--- src/rtl/mem_arb_pkg.sv ---
// mem_arb_pkg: shared constants and the response-tag type for mem_port_arbiter.
// Contents: default memory geometry, memory read latency, and rsp_tag_t
// (valid bit plus granted requester index).
package mem_arb_pkg;
   localparam int MEM_ADDR_W     = 15;
   localparam int MEM_DATA_W     = 16;
   localparam int MEM_RD_LATENCY = 1;
   // Index field sized for the largest supported NUM_REQ (8).
   localparam int TAG_IDX_W      = 3;
   typedef struct packed {
      logic                 vld;
      logic [TAG_IDX_W-1:0] idx;
   } rsp_tag_t;
endpackage

--- src/rtl/rr_pick.sv ---
// rr_pick: combinational one-hot pick of the first eligible requester,
// searching upward from ptr and wrapping at N.
// Ports: eligible (N candidate mask), ptr (search start), pick (one-hot winner),
// idx (winner index), any (a winner exists).
module rr_pick #(
   parameter int N  = 2,
   parameter int IW = (N > 1) ? $clog2(N) : 1
) (
   input  logic [N-1:0]  eligible,
   input  logic [IW-1:0] ptr,
   output logic [N-1:0]  pick,
   output logic [IW-1:0] idx,
   output logic          any
);
   always_comb begin
      pick = '0;
      idx  = '0;
      any  = 1'b0;
      for (int k = 0; k < N; k++) begin
         if (!any && eligible[(int'(ptr) + k) % N]) begin
            pick[(int'(ptr) + k) % N] = 1'b1;
            idx = IW'((int'(ptr) + k) % N);
            any = 1'b1;
         end
      end
   end
endmodule

--- src/rtl/mem_port_arbiter.sv ---
// mem_port_arbiter: shares one synchronous memory port between NUM_REQ requesters,
// issuing at most one access per cycle and returning read data / write-ack
// MEM_RD_LATENCY cycle after issue.
// Ports: clk, reset_n (async, active low); req/req_we/req_addr/req_wdata per requester;
// gnt (one-hot issue pulse); rsp_valid/rsp_rdata (one-hot response + shared data);
// mem_addr/mem_we/mem_wdata (registered to memory); mem_rdata (from memory); busy.
// Config: define MEM_ARB_FIXED_PRIO_EN for fixed priority (lowest index wins);
// default is round-robin.
module mem_port_arbiter
   import mem_arb_pkg::*;
#(
   parameter int NUM_REQ = 2,
   parameter int ADDR_W  = MEM_ADDR_W,
   parameter int DATA_W  = MEM_DATA_W
) (
   input  logic                      clk,
   input  logic                      reset_n,
   input  logic [NUM_REQ-1:0]        req,
   input  logic [NUM_REQ-1:0]        req_we,
   input  logic [NUM_REQ*ADDR_W-1:0] req_addr,
   input  logic [NUM_REQ*DATA_W-1:0] req_wdata,
   output logic [NUM_REQ-1:0]        gnt,
   output logic [NUM_REQ-1:0]        rsp_valid,
   output logic [DATA_W-1:0]         rsp_rdata,
   output logic [ADDR_W-1:0]         mem_addr,
   output logic                      mem_we,
   output logic [DATA_W-1:0]         mem_wdata,
   input  logic [DATA_W-1:0]         mem_rdata,
   output logic                      busy
);
   localparam int IW = (NUM_REQ > 1) ? $clog2(NUM_REQ) : 1;
   logic [NUM_REQ-1:0]   win;
   logic [IW-1:0]        win_idx;
   logic [IW-1:0]        ptr;
   logic                 win_any;
   logic [TAG_IDX_W-1:0] iss_idx;
   rsp_tag_t             tag;
`ifdef MEM_ARB_FIXED_PRIO_EN
   assign ptr = '0;
`else
   always_ff @(posedge clk or negedge reset_n) begin
      if (!reset_n) ptr <= '0;
      else if (win_any) ptr <= (win_idx == IW'(NUM_REQ - 1)) ? '0 : win_idx + 1'b1;
   end
`endif
   // Masking by the current gnt stops a held req from winning twice in a row.
   rr_pick #(.N(NUM_REQ), .IW(IW)) u_pick (
      .eligible(req & ~gnt),
      .ptr     (ptr),
      .pick    (win),
      .idx     (win_idx),
      .any     (win_any)
   );
   always_ff @(posedge clk or negedge reset_n) begin
      if (!reset_n) begin
         gnt       <= '0;
         iss_idx   <= '0;
         mem_addr  <= '0;
         mem_we    <= 1'b0;
         mem_wdata <= '0;
         tag       <= '0;
      end else begin
         gnt     <= win;
         iss_idx <= TAG_IDX_W'(win_idx);
         mem_we  <= win_any & req_we[win_idx];
         if (win_any) begin
            mem_addr  <= req_addr[win_idx*ADDR_W +: ADDR_W];
            mem_wdata <= req_wdata[win_idx*DATA_W +: DATA_W];
         end
         // The issue-stage tag advances while the memory performs its read.
         tag <= '{vld: |gnt, idx: iss_idx};
      end
   end
   // Memory output is valid in the response cycle, so the data path is combinational.
   assign rsp_valid = tag.vld ? NUM_REQ'(1) << tag.idx : '0;
   assign rsp_rdata = tag.vld ? mem_rdata : '0;
   assign busy      = |gnt | |rsp_valid;
endmodule

--- config.mk ---
export PLATFORM = sky130hd
export DESIGN_NAME = mem_port_arbiter
export DESIGN_NICKNAME = d
export VERILOG_FILES = /design/src/rtl/mem_arb_pkg.sv /design/src/rtl/rr_pick.sv /design/src/rtl/mem_port_arbiter.sv
export SDC_FILE = /design/constraint.sdc
export NUM_CORES = 1
export LEC_CHECK = 0
export CORE_MARGIN = 5
export CORE_UTILIZATION = 33
export CTS_CLUSTER_SIZE = 16
export DETAILED_ROUTE_END_ITERATION = 10
export PLACE_DENSITY = 0.77
export REMOVE_ABC_BUFFERS = 1
export SYNTH_ARGS = -nofsm -noshare
export SYNTH_HDL_FRONTEND = slang
export SYNTH_SLANG_ARGS = --single-unit
export TNS_END_PERCENT = 50
--- constraint.sdc ---
create_clock -name clk -period 2 [get_ports clk]
set_clock_uncertainty 0.2 [all_clocks]
set_input_delay 0.2 -clock clk [delete_from_list [all_inputs] [get_ports clk]]
set_output_delay 0.2 -clock clk [all_outputs]
set_load 0.005 [all_outputs]
Word-level counts from Yosys, hierarchy flattened
Index checks and enable logic that the tools add are counted.
- register bits after elaboration: 38
- input port bits: 84
- output and inout bits: 53
- logic and storage cells: 51
- add/subtract/negate cells: 2
- $mul: 1
- order comparisons: 5
- shift-type cells: 3
- muxes and demuxes: 20
- bitwise logic cells: 6
- reduce and logical (&&, ||, !) cells: 6
- operator list (cell ; count):
    32-bit by 6-bit variable part select with 16-bit output ; 1
    30-bit by 6-bit variable part select with 15-bit output ; 1
    16-bit two-way mux ; 1
    1-bit two-way mux ; 14
    2-bit two-way mux ; 3
    1-bit by 4-bit multiplier with 5-bit output, second input constant ; 1
    1-bit by 2-bit less-than comparator with 1-bit output, second input constant ; 2
    2-bit OR reduction ; 2
    1-bit logical AND ; 3
    2-bit by 3-bit less-than comparator with 1-bit output, second input constant ; 1
    1-bit adder, second input constant ; 2
    2-bit AND ; 1
    1-bit demux with 1-bit select ; 2
    2-bit by 1-bit greater-or-equal comparator with 1-bit output, second input constant ; 1
    2-bit NOT ; 1
    2-bit OR ; 1
    1-bit by 1-bit << shifter with 2-bit output, first input constant ; 1
    1-bit AND ; 1
    1-bit AND, first input constant ; 1
    1-bit greater-or-equal comparator, second input constant ; 1
    1-bit logical NOT ; 1
    1-bit OR ; 1

Longest topological paths before layout
- word-level depth: 11
- mapped depth: 4
- gate-level depth less buffers: 4

Modules after synthesis
A second synthesis with hierarchy kept.
- cells, all modules: 174
- area, all modules: 1843.0 sq um
- modules (own cells, without submodules) (module ; instances ; cells an instance ; area each (sq um) ; seq. area each (sq um)):
    mem_port_arbiter ; 1 ; 169 ; 1810.5 ; 950.9
    rr_pick ; 1 ; 5 ; 32.5 ; 0.0

Least setup slack after synthesis
OpenSTA, ideal clock, no wires.
- path kind: register to register
- start: reg gnt[0]
- end: reg mem_wdata[10]
- library setup time: 123 ps
- data arrival time: 1173 ps
- data required time: 1677 ps
- slack: 504 ps
- stages on the path, launching flop included: 5
- path buffers: 1
- period minus slack after synthesis: 1496 ps
- cells stage by stage: dfrtp_1 > nand2b_4 > clkbuf_1 > or3_1 > o221a_2
- longest elaborated chain between the ends: 9
- elaborated cells between the ends (all ways): 14
- those cells by class: 1 x shift; 9 x mux; 2 x bitwise; 2 x reduce/logical
- RTL lines (item ; line ; source):
    start: declaration ; mem_port_arbiter.sv:22 ; output logic [NUM_REQ-1:0] gnt,
    start signal: assignment ; mem_port_arbiter.sv:63 ; gnt <= win;
    2-bit NOT (*) ; mem_port_arbiter.sv:48 ; .eligible(req & ~gnt),
    2-bit AND (*) ; mem_port_arbiter.sv:48 ;
    1-bit two-way mux (implied by the code) (2 in series) ; rr_pick.sv:20 ; if (!any && eligible[(int'(ptr) + k) % N]) begin
    1-bit two-way mux ; rr_pick.sv:20 ;
    1-bit logical NOT ; rr_pick.sv:20 ;
    1-bit logical AND ; rr_pick.sv:20 ;
    1-bit two-way mux ; rr_pick.sv:20 ;
    32-bit by 6-bit variable part select with 16-bit output ; mem_port_arbiter.sv:68 ; mem_wdata <= req_wdata[win_idx*DATA_W +: DATA_W];
    end signal: assignment ; mem_port_arbiter.sv:68 ;
    end: declaration ; mem_port_arbiter.sv:27 ; output logic [DATA_W-1:0] mem_wdata,
Mark *: on every way between the ends. The rest lies on a longest branch, timed or not. The select of a mux whose other input is x is not followed.
A chain may end at the register's enable or synchronous reset.

Worst setup path in the final report
- start: reg gnt[1]
- end: out busy
- longest elaborated chain between the ends: 2
- RTL lines (item ; line ; source):
    2-bit OR reduction ; mem_port_arbiter.sv:77 ; assign busy = |gnt | |rsp_valid;
    1-bit OR ; mem_port_arbiter.sv:77 ;
    end: declaration ; mem_port_arbiter.sv:29 ; output logic busy
No other way between the ends.

==> qor.yml <==
yosysSeqAreaShare: 0.5440
cts_sinks: 38
setup_tns_ps: 0
path_class: "flop to primary output"
n_fill_cell: 461
worstHoldPathType: "flop to flop"
worstMarginPinSlew_ps: 818.6
fp.dieW_um: 82.78
finalWirelength_mm: 5.730
power_density_nw_per_um2: 813.3
grt_max_degree: 39
drt_pass1_iterations: 4
ys_ff_latch: 38
outcome: "finished clean"
slew_viol_final: 0
swShare: 0.2715
pin_count: 137
finalWorstSetupSlack_ps: 88.24
crit_path_max_fanout: 5
antenna-diode-count: 0
syn_to_final_growth_pct: 89.62
vias: 1736
rsz0062_at_grt: "false"
synth.avg_cell_area_sq_um: 12.14
design.core.area_sq_um: 5140
wire_per_inst_um: 16.14
synth_top_area_cell: "dfrtp_1"
clk_pin_slew_worst_paths_ps: 70
setup_violations: 0
cts_root_buf: "clkbuf_8"
clk_latency_ps: 280
start_util: 0.3401
cts_buffer_depth: 2
grt.overflow.total: 0
synth_cell_type_count: 17
drc: 0
antenna_found_initial: 0
synth_area_leaders: "dfrtp_1 (54%), o221a_2 (19%), or3_1 (11%), and2_1 (6.1%), buf_2 (1.7%)"
place_congestion: 0.7008
fmax_mhz: 523.1
rows: 26
async_flop_share: 1.000
synthCells: 144
cp.required_ps: 1600
finalHoldViolations: 0
utilization: 0.6448
synth-main-ff-cell: "dfrtp_1"
synth_area_sq_um: 1748
final_antenna_net_count: 0
synth_edf_count: 0
p_switching_mw: 0.7318
fin_crit_ps: 1912
vias_per_cell: 4.890
pwr-share-comb: 0.419
clkPwrFrac: 0.185
grt_pass1_wl_mm: 8.590
p_leak_nw: 1.296
crit_path_start_kind: "flop"
finalNonFillerCells: 355
power_frac_seq: 0.395
cts_tree: "yes"
grt_use_total: 0.1664
yosysWarnings: 0
grt_pass1_vias: 1783
slew_headroom: 0.4543
drt-initial-drc-count: 37
endpoint_kind: "primary output"
synth_top_cell_area_share: 0.5440
multi_input_area_sq_um: 729.5
hpwl_mm: 4.465
regArea_sq_um: 952.2
fin_crit_sh: 0.9559
cap_viol_max_count: 0
cts_made_buffers: 5
fin_nets: 369
cts_max_level: 2
dp.cells: 345
dieArea_sq_um: 6853
numPortBuffers: 136
preCtsSetupSlack_ps: 139.6
drive_gt1_frac: 0.1789
ir_drop_v: 0.0003899
internal-power_mw: 1.964
crit_arrival_ps: 1510
die_h_um: 82.78
holdWs_ps: 154.3
## logic make-up (layout without fill, tap and decap cells)
kind of cell           after synthesis  count (layout)  share of synthesized area
AOI/OAI and AO/OA                   34              34                     0.2126
and+or+nand+nor                     56              56                     0.2047
DFF                                 38              38                     0.5440
buffers and inverters               16             157                    0.03866
## worst max-delay path: stages (launching register included)
cell	delay, ps
dfrtp_1	410
or3_1	370
clkdlybuf4s50_1	450
## Yosys cell counts (2+ instances only)
cell type  number
o221a_2        30
inv_1           3
and2_1         17
clkbuf_1        7
nor2b_1         2
buf_2           6
dfrtp_1        38
or3_1          32
## stage by stage
| step | total power [mW] | instance area (sq um) |
|---|---|---|
| after CTS | 2.730 | 3314 |
| after global placement | 2.184 | 3208 |
| final | 2.696 | 3314 |
| after global routing | 2.868 | 3314 |
| after floorplan | 1.434 | 1692 |
| after detailed placement | 2.211 | 3208 |
## worst paths after layout
kind / startpoint / end / slack, ps / cells after the start
worst max-delay path: gnt[1]$_DFF_PN0_ / busy / 90 / 2
worst min-delay path: iss_idx[0]$_DFF_PN0_ / tag[0]$_DFF_PN0_ / 150 / 0
worst max register to register: gnt[0]$_DFF_PN0_ / mem_wdata[1]$_DFFE_PN0P_ / 360 / 4
worst min register to register: iss_idx[0]$_DFF_PN0_ / tag[0]$_DFF_PN0_ / 150 / 0
max in group asynchronous: reset_n / tag[3]$_DFF_PN0_ / 680 / 2
min in group asynchronous: reset_n / mem_addr[3]$_DFFE_PN0P_ / 340 / 2
## sequential cells by signal, indices dropped and copies added (netlist names)
register,cells
mem_addr,15
iss_idx,1
tag,2
mem_we,1
gnt,2
ptr,1
mem_wdata,16
## placed cells by master, fill, tap and decap left out, types with 2 or more instances in the layout
cell               n
buf_4              9
and2_1            17
dfrtp_1           37
inv_1              3
o221a_2           30
clkbuf_8           5
clkdlybuf4s50_1  135
nor2b_1            2
or3_1             32
## final cells by class
type / count / area share
Tap cell: 70 / 0.02643
Timing Repair Buffer: 147 / 0.4387
Clock buffer: 6 / 0.02190
Clock inverter: 1 / 0.002265
Sequential cell: 38 / 0.2873
Inverter: 3 / 0.003398
Multi-Input combinational cell: 90 / 0.2201
## power by group through the flow
stage	logic (mW)	registers (mW)	clock network [mW]
4_1_cts	1.15	1.07	0.512
3_3_place_gp	1.10	1.08	0
6_report	1.13	1.07	0.500
5_1_grt	1.22	1.09	0.553
3_5_place_dp	1.12	1.09	0
2_1_floorplan	0.351	1.08	0
## routing by layer
metal,share of wire,vias up,GRT usage
met3,0.099,6,0.06156
met1,0.39,825,0.1837
met4,0.0079,0,0.04902
met2,0.50,74,0.2973
met5,0,-,0
li1,-,831,-
## repair_timing
| action | in CTS | in global routing |
|---|---|---|
| endpoints found under the setup margin | 9 | 0 |
| hold endpoints to repair | 38 | 0 |
| gates resized for setup | 1 | 0 |
| hold buffers | 1 | 0 |
| setup buffers | 2 | 0 |
Power figures use the tool's default switching activity.
